$ cat config.mk
export PLATFORM = sky130hd
export DESIGN_NAME = mem_wb_stage
export DESIGN_NICKNAME = d
export VERILOG_FILES = /design/src/rtl/mem_wb_stage.sv
export SDC_FILE = /design/constraint.sdc
export NUM_CORES = 1
export LEC_CHECK = 0
export BUFFER_PORTS_ARGS = -buffer_cell sky130_fd_sc_hd__clkbuf_2
export CAP_MARGIN = 0
export CORE_MARGIN = 2
export CORE_UTILIZATION = 40
export DETAILED_ROUTE_END_ITERATION = 8
export GPL_TIMING_DRIVEN = 0
export PLACE_DENSITY = 0.64
export SETUP_SLACK_MARGIN = 0.02
export SLEW_MARGIN = 15
export SYNTH_ARGS = -nofsm -noshare
export SYNTH_HDL_FRONTEND = slang
export SYNTH_SLANG_ARGS = --single-unit
$ cat constraint.sdc
create_clock -name clk -period 6.3 [get_ports clk]
set_input_delay 1.26 -clock clk [delete_from_list [all_inputs] [get_ports clk]]
set_output_delay 1.26 -clock clk [all_outputs]
set_load 0.02 [all_outputs]
$ cat src/rtl/mem_wb_stage.sv
// Memory/write-back stage: issues one data-memory access per instruction,
// aligns load data, and raises alignment, size and bus-timeout exceptions.
module mem_wb_stage #(
  parameter int TIMEOUT_CYCLES = 16
) (
  input  logic        clk,
  input  logic        rst_n,
  input  logic        in_valid,
  output logic        in_ready,
  input  logic [1:0]  in_kind,
  input  logic [2:0]  in_funct3,
  input  logic [4:0]  in_rd,
  input  logic [31:0] in_addr,
  input  logic [31:0] in_wdata,
  output logic        dmem_req,
  output logic        dmem_we,
  output logic [31:0] dmem_addr,
  output logic [3:0]  dmem_be,
  output logic [31:0] dmem_wdata,
  input  logic        dmem_gnt,
  input  logic        dmem_rvalid,
  input  logic [31:0] dmem_rdata,
  output logic        rf_wr_en,
  output logic [4:0]  rf_wr_addr,
  output logic [31:0] rf_wr_data,
  output logic        exc_valid,
  output logic [1:0]  exc_cause,
  output logic [31:0] exc_addr
);

  localparam int CW = $clog2(TIMEOUT_CYCLES + 1);
  localparam logic [1:0] K_ALU = 2'b00, K_LD = 2'b01, K_ST = 2'b10;
  localparam logic [1:0] C_SIZE = 2'b00, C_MIS_LD = 2'b01, C_MIS_ST = 2'b10, C_TMO = 2'b11;

  typedef enum logic [1:0] {IDLE, REQ, RESP, WB} state_t;

  typedef struct packed {
    logic [1:0]  kind;
    logic [2:0]  f3;
    logic [4:0]  rd;
    logic [31:0] addr;
  } req_t;

  state_t        state_q, state_d;
  req_t          req_q, req_d;
  logic [CW-1:0] cnt_q, cnt_d;
  logic          ready_q, ready_d;
  logic          dreq_q, dreq_d, dwe_q, dwe_d;
  logic [31:0]   daddr_q, daddr_d, dwd_q, dwd_d;
  logic [3:0]    dbe_q, dbe_d;
  logic          wen_q, wen_d;
  logic [4:0]    waddr_q, waddr_d;
  logic [31:0]   wdata_q, wdata_d;
  logic          exc_q, exc_d;
  logic [1:0]    cause_q, cause_d;
  logic [31:0]   eaddr_q, eaddr_d;

  logic          xfer, is_ld, is_st, size_ok, mis, in_exc, tmo;
  logic [1:0]    in_cause;
  logic [3:0]    st_be;
  logic [31:0]   st_wd, ld_sh, ld_val;

  // Decode and exception classification of the incoming request
  always_comb begin
    xfer    = in_valid && ready_q;
    is_ld   = (in_kind == K_LD);
    is_st   = (in_kind == K_ST);
    size_ok = is_ld ? (in_funct3 inside {3'b000, 3'b001, 3'b010, 3'b100, 3'b101})
                    : (in_funct3 inside {3'b000, 3'b001, 3'b010});
    mis     = ((in_funct3[1:0] == 2'b01) && in_addr[0]) ||
              ((in_funct3[1:0] == 2'b10) && (in_addr[1:0] != 2'b00));
    in_exc   = (is_ld || is_st) && (!size_ok || mis);
    in_cause = !size_ok ? C_SIZE : (is_ld ? C_MIS_LD : C_MIS_ST);
    case (in_funct3[1:0])
      2'b00:   begin st_be = 4'b0001 << in_addr[1:0]; st_wd = {4{in_wdata[7:0]}};  end
      2'b01:   begin st_be = 4'b0011 << in_addr[1:0]; st_wd = {2{in_wdata[15:0]}}; end
      default: begin st_be = 4'b1111;                 st_wd = in_wdata;            end
    endcase
  end

  // Load alignment: bring the addressed byte/halfword down to bit 0
  always_comb begin
    ld_sh = dmem_rdata >> {req_q.addr[1:0], 3'b000};
    case (req_q.f3)
      3'b000:  ld_val = {{24{ld_sh[7]}}, ld_sh[7:0]};
      3'b001:  ld_val = {{16{ld_sh[15]}}, ld_sh[15:0]};
      3'b100:  ld_val = {24'h0, ld_sh[7:0]};
      3'b101:  ld_val = {16'h0, ld_sh[15:0]};
      default: ld_val = dmem_rdata;
    endcase
  end

  always_comb begin
    state_d = state_q;
    req_d   = req_q;
    cnt_d   = cnt_q;
    dreq_d  = 1'b0;
    dwe_d   = 1'b0;
    daddr_d = daddr_q;
    dbe_d   = dbe_q;
    dwd_d   = dwd_q;
    wen_d   = 1'b0;
    waddr_d = waddr_q;
    wdata_d = wdata_q;
    exc_d   = 1'b0;
    cause_d = cause_q;
    eaddr_d = eaddr_q;
    tmo     = (cnt_q == CW'(TIMEOUT_CYCLES - 1));
    case (state_q)
      IDLE: if (xfer) begin
        req_d = '{kind: in_kind, f3: in_funct3, rd: in_rd, addr: in_addr};
        if (in_exc) begin
          exc_d   = 1'b1;
          cause_d = in_cause;
          eaddr_d = in_addr;
        end else if (in_kind == K_ALU) begin
          state_d = WB;
          if (in_rd != 5'd0) begin
            wen_d   = 1'b1;
            waddr_d = in_rd;
            wdata_d = in_addr;
          end
        end else if (is_ld || is_st) begin
          state_d = REQ;
          cnt_d   = '0;
          dreq_d  = 1'b1;
          dwe_d   = is_st;
          daddr_d = {in_addr[31:2], 2'b00};
          dbe_d   = is_st ? st_be : 4'b0000;
          dwd_d   = is_st ? st_wd : dwd_q;
        end
      end
      REQ: begin
        if (dmem_gnt) begin
          state_d = (req_q.kind == K_ST) ? IDLE : RESP;
          cnt_d   = '0;
        end else if (tmo) begin
          state_d = IDLE;
          exc_d   = 1'b1;
          cause_d = C_TMO;
          eaddr_d = req_q.addr;
        end else begin
          cnt_d  = cnt_q + 1'b1;
          dreq_d = 1'b1;
          dwe_d  = (req_q.kind == K_ST);
        end
      end
      RESP: begin
        if (dmem_rvalid) begin
          state_d = WB;
          if (req_q.rd != 5'd0) begin
            wen_d   = 1'b1;
            waddr_d = req_q.rd;
            wdata_d = ld_val;
          end
        end else if (tmo) begin
          state_d = IDLE;
          exc_d   = 1'b1;
          cause_d = C_TMO;
          eaddr_d = req_q.addr;
        end else begin
          cnt_d = cnt_q + 1'b1;
        end
      end
      default: state_d = IDLE;
    endcase
    ready_d = (state_d == IDLE);
  end

  always_ff @(posedge clk) begin
    if (!rst_n) begin
      state_q <= IDLE;
      req_q   <= '0;
      cnt_q   <= '0;
      ready_q <= 1'b0;
      dreq_q  <= 1'b0;
      dwe_q   <= 1'b0;
      daddr_q <= '0;
      dbe_q   <= '0;
      dwd_q   <= '0;
      wen_q   <= 1'b0;
      waddr_q <= '0;
      wdata_q <= '0;
      exc_q   <= 1'b0;
      cause_q <= '0;
      eaddr_q <= '0;
    end else begin
      state_q <= state_d;
      req_q   <= req_d;
      cnt_q   <= cnt_d;
      ready_q <= ready_d;
      dreq_q  <= dreq_d;
      dwe_q   <= dwe_d;
      daddr_q <= daddr_d;
      dbe_q   <= dbe_d;
      dwd_q   <= dwd_d;
      wen_q   <= wen_d;
      waddr_q <= waddr_d;
      wdata_q <= wdata_d;
      exc_q   <= exc_d;
      cause_q <= cause_d;
      eaddr_q <= eaddr_d;
    end
  end

  assign in_ready   = ready_q;
  assign dmem_req   = dreq_q;
  assign dmem_we    = dwe_q;
  assign dmem_addr  = daddr_q;
  assign dmem_be    = dbe_q;
  assign dmem_wdata = dwd_q;
  assign rf_wr_en   = wen_q;
  assign rf_wr_addr = waddr_q;
  assign rf_wr_data = wdata_q;
  assign exc_valid  = exc_q;
  assign exc_cause  = cause_q;
  assign exc_addr   = eaddr_q;

endmodule
Yosys cells after proc, flatten, opt, wreduce, memory -nomap -nowiden:

Cells that the tools add are included.

* register bits: 191
* bits of input ports: 111
* output and inout bits: 144
* word-level logic and storage cells: 154

* add/subtract/negate cells: 1
* equal/unequal tests: 26
* shift-type cells: 3
* multiplexer cells: 77
* bitwise operators: 2
* reduce and logical (&&, ||, !) cells: 27

Operators by type and width (number)
* 32-bit 2-to-1 mux: 11
* 32-bit one-hot mux with 2 select lines: 2
* 32-bit one-hot mux with 4 select lines: 1
* 32-bit one-hot mux with 3 select lines: 1
* 5-bit 2-to-1 mux: 13
* 32-bit by 5-bit right shift with 16-bit output: 1
* 2-bit 2-to-1 mux: 15
* 1-bit 2-to-1 mux: 24
* 2-bit != test, second input constant: 11
* 5-bit one-hot mux with 3 select lines: 1
* 5-bit nonzero test: 3
* 3-bit == test, second input constant: 4
* 2-bit one-hot mux with 3 select lines: 2
* 6-bit AND reduction: 2
* 5-bit one-hot mux with 2 select lines: 1
* 5-bit AND reduction: 2
* 2-bit == test, second input constant: 4
* 2-bit zero test: 4
* 4-bit one-hot mux with 2 select lines: 1
* 7-bit AND reduction: 1
* 2-bit by 1-bit == test with 1-bit output, second input constant: 3
* 3-bit by 1-bit == test with 1-bit output, second input constant: 2
* 3-bit zero test: 2
* 1-bit one-hot mux with 2 select lines: 3
* other kinds (14): 22

Longest topological paths before layout:

* depth after elaboration: 10
* mapped depth: 10
* gate-level depth less buffers: 7

Least setup slack after synthesis:

Ideal clock, no wire load.

* path type: input -> register
* from: input in_addr[0]
* to: register waddr_q[0], in the netlist rf_wr_addr[0]
* setup time: 142 ps
* arrival: 2685 ps
* required time: 6158 ps
* setup slack: 3473 ps
* stages: 8
* path buffers: 3
* cell sequence: buf_2 -> o41a_1 -> a21boi_4 -> o21ai_4 -> and2_1 -> buf_6 -> buf_12 -> a211oi_2

* longest elaborated chain between the ends: 7
* elaborated cells between the ends (all ways): 8
* classes of those cells: 1 x eq/ne; 7 x reduce/logical

Ends and longest elaborated chain
* start: declaration: RTL line 13 `input logic [31:0] in_addr,`
* 2-bit nonzero test: RTL line 71 `((in_funct3[1:0] == 2'b10) && (in_addr[1:0] != 2'b00));`
* 1-bit logical AND: RTL line 71
* 1-bit logical OR *: RTL line 70 `mis = ((in_funct3[1:0] == 2'b01) && in_addr[0]) ||`
* 1-bit logical OR *: RTL line 72 `in_exc = (is_ld || is_st) && (!size_ok || mis);`
* 1-bit logical AND *: RTL line 72
* 2-bit != test (no source line) *
* 7-bit AND reduction (no source line) *
* end signal: assignment: RTL line 198 `waddr_q <= waddr_d;`
* end: declaration: RTL line 52 `logic [4:0] waddr_q, waddr_d;`

Every way passes the cells marked *; elsewhere a longest branch is shown, timed or not.
A chain may end at the register's enable or synchronous reset.

Worst setup path in the final report:

* from: input in_kind[1]
* to: register eaddr_q[29], in the netlist exc_addr[29]

* longest elaborated chain between the ends: 7
* elaborated cells between the ends (all ways): 9
* classes of those cells: 3 x eq/ne; 1 x mux; 5 x reduce/logical

Ends and longest elaborated chain
* start: declaration: RTL line 10 `input logic [1:0] in_kind,`
* 2-bit by 1-bit == test with 1-bit output: RTL line 66 `is_ld = (in_kind == K_LD);`
* 1-bit 2-to-1 mux: RTL line 68 `size_ok = is_ld ? (in_funct3 inside {3'b000, 3'b001, 3'b010, 3'b100, 3'b101})`
* 1-bit zero test
* 1-bit logical OR: RTL line 72
* 1-bit logical AND *: RTL line 72
* 2-bit != test (no source line) *
* 5-bit AND reduction (no source line) *
* end signal: assignment: RTL line 202 `eaddr_q <= eaddr_d;`
* end: declaration: RTL line 56 `logic [31:0] eaddr_q, eaddr_d;`

Marked as above.

==> impl_metrics.toml <==
[run_status]
status = "completed"

[clocking]
post_cts_buffers = 0
cts.repair.resized = 0
cts_root_buffer = "clkbuf_16"
cts.clk_slew.worst_paths_ns = 0.07
clockBufferDepth = 2
cts_buffers = 17
cts.sinks = 191
postCtsHoldBufs = 0
h-tree-depth = 4
clkLatencyLatePin_ns = 0.44
cts_tree = "done"

[die]
boundaryPins = 255
fp.dieH_um = 154
die_area_mm2 = 0.0238
start_util_pct = 41.0
die_w_um = 154
fp.coreArea_mm2 = 0.0220
rows = 54

[synthesis]
synth_most_common_cell = "nand2_1"
ys_types = 60
synth_seq_cells = 191
netlist.area_leader.share_pct = 42.3
synth_ff_type = "dfxtp_1"
synth_largest_area_cell = "dfxtp_1"
synthArstFlopShare_pct = 0
yosys_warnings = 0
synth-edff-count = 0
synth.top_cells.by_area = "dfxtp_1, nand2_1, a21oi_1"
netlist_instances = 1088
yosysSeqAreaShare_pct = 42.3
synth_area_mm2 = 0.00903
synth_area_per_cell_um2 = 8.30
yosys-top-cells-count = "nand2_1, dfxtp_1, a21oi_1, nor2_1, clkbuf_1"

[setup_path]
reg2reg_slack_ns = 3.40
endpoint = "exc_addr[29]$_SDFFE_PN0P_"
worst_setup_path_end_kind = "register"
crit_type = "in2reg"
r2r-end = "exc_addr[29]$_SDFFE_PN0P_"
cp.required_ns = 6.59
r2r-start = "state_q[0]$_SDFF_PN0_"
cp-startpoint = "in_kind[1]"
r2r_cells = 9
path_max_fanout = 10
cp-start-kind = "primary input"
arrival_ns = 3.52

[timing]
fin_setup_tns_ns = 0
relSlewSlack_pct = 43.6
min_period_over_period_pct = 51.2
final-max-slew-violation-count = 0
tightest_slew_ns = 0.846
skew_ns = 0.0121
period_minus_slack_ns = 3.23
hold_slack_ns = 0.453
hold_viol_final = 0
max_freq_mhz = 310
setup_viol = 0
rsz0062_at_grt = "no"

[global_routing]
grt_max_degree = 19
track_usage_pct = 26.4
antenna_found_initial = 0
grt_pass1_vias = 8579
grt_pass1_wl_um = 48700
gr-total-overflow = 0

[route]
via_per_inst = 5.50
drt_first_pass_iters = 5
ant_nets = 0
wl_per_cell_um = 19.5
drc = 0
wl_um = 32200
dr.first_iter.drc_count = 721
vias = 9083

[cells_and_area]
drive_gt1_share_pct = 25.4
fin_nets = 1478
fillers = 2245
area_growth_syn_to_layout_pct = 23.9
fin_cells = 1651

[hold_path]
hp-start = "dmem_addr[15]$_SDFFE_PN0P_"
hp-class = "reg2reg"

[pwr]
peakVddDrop_mv = 0.166
powerDensity_mw_per_mm2 = 345
p_leak_nw = 4.41

[flow_run]
cap_violations = 0

[place]
dp.cells = 1619
gp_congestion = 0.944
port_buffers = 250
hpwl_um = 25100
[layout by cell type (no fill, tap or decap), drive strengths merged, types with 14 or more instances in the layout]
cell	Yosys	layout
buf	34	34
nor2	73	73
a21oi	131	131
nor2b	16	16
o21ai	49	49
a311oi	16	16
inv	11	20
nand3	25	25
o2111ai	19	19
a211oi	53	53
o211ai	14	14
o22ai	26	26
dfxtp	191	191
clkbuf	65	332
mux2i	62	62
nand2	230	230
[logic make-up (layout without fill, tap and decap cells)]
group | after synthesis | in the layout | synth area share, %
flip-flops | 191 | 191 | 42.3
other | 1 | 3 | 0.0415
adder cells (fa/ha/maj) | 9 | 9 | 1.25
multiplexers | 65 | 65 | 7.49
AO/OA/AOI/OAI | 332 | 332 | 25.2
buffers and inverters | 110 | 391 | 5.87
AND/OR/NAND/NOR | 380 | 380 | 17.8
[power by group]
group	internal [mW]	switching, mW	total [mW]
combinational	0.471	0.926	1.40
sequential	1.35	0.0801	1.43
clock	0.520	0.521	1.04
total	2.34	1.53	3.86
[final cells by class]
cell class                 count  area, um^2  share of cell area, %
clock inverter                14         124                   1.11
inverter                      11        41.3                  0.369
buffer                        99         489                   4.37
tap                          280         350                   3.13
timing repair buffer         250        1250                   11.2
sequential                   191        3820                   34.2
antenna                        1        2.50                 0.0224
multi-input combinational    788        4680                   41.8
clock buffer                  17         425                   3.80
[critical path, cell delays in order]
cell	delay, ns
clkbuf_2	0.14
inv_1	0.07
ha_1	0.39
o41a_1	0.23
o2111ai_1	0.18
a21oi_2	0.41
buf_2	0.39
buf_2	0.31
a211oi_1	0.11
[worst min path at each step]
stage / endpoint / slack [ns] / cells past startpoint
after floorplan: cnt_q[4]$_SDFFE_PN0P_ / 0.42 / 2
after global placement: cnt_q[4]$_SDFFE_PN0P_ / 0.43 / 2
after detailed placement: req_q[40]$_SDFFE_PN0P_ / 0.45 / 2
after CTS: req_q[40]$_SDFFE_PN0P_ / 0.45 / 2
after global routing: req_q[40]$_SDFFE_PN0P_ / 0.47 / 2
final: dmem_addr[15]$_SDFFE_PN0P_ / 0.45 / 2
[stage by stage]
stage               setup WS, ns  cell area (um^2)  utilization [%]  power [mW]
CTS                         3.13             11200             50.8        3.87
floorplan                   3.47              9040                -        2.38
detailed placement          2.68             10600             48.3        2.83
global route                3.03             11200             50.8        4.05
finish                      3.07             11200             50.8        3.86
global placement            2.65             10600             48.3        2.82
[layer usage]
layer  part of all wire (%)  track usage [%]  wire, um
met2                     47             44.9     15100
met1                     42             32.7     13600
met4                    2.8             9.22       901
met3                    8.2             6.33      2650
met5                      0                0         0
[state kept, by name, summed over array words and instances (netlist names), 4 cells and up]
name	flops
dmem_wdata	32
dmem_addr	30
cnt_q	5
exc_addr	32
rf_wr_addr	5
req_q	42
dmem_be	4
rf_wr_data	32
No activity file was read; power rests on OpenSTA's default activity.
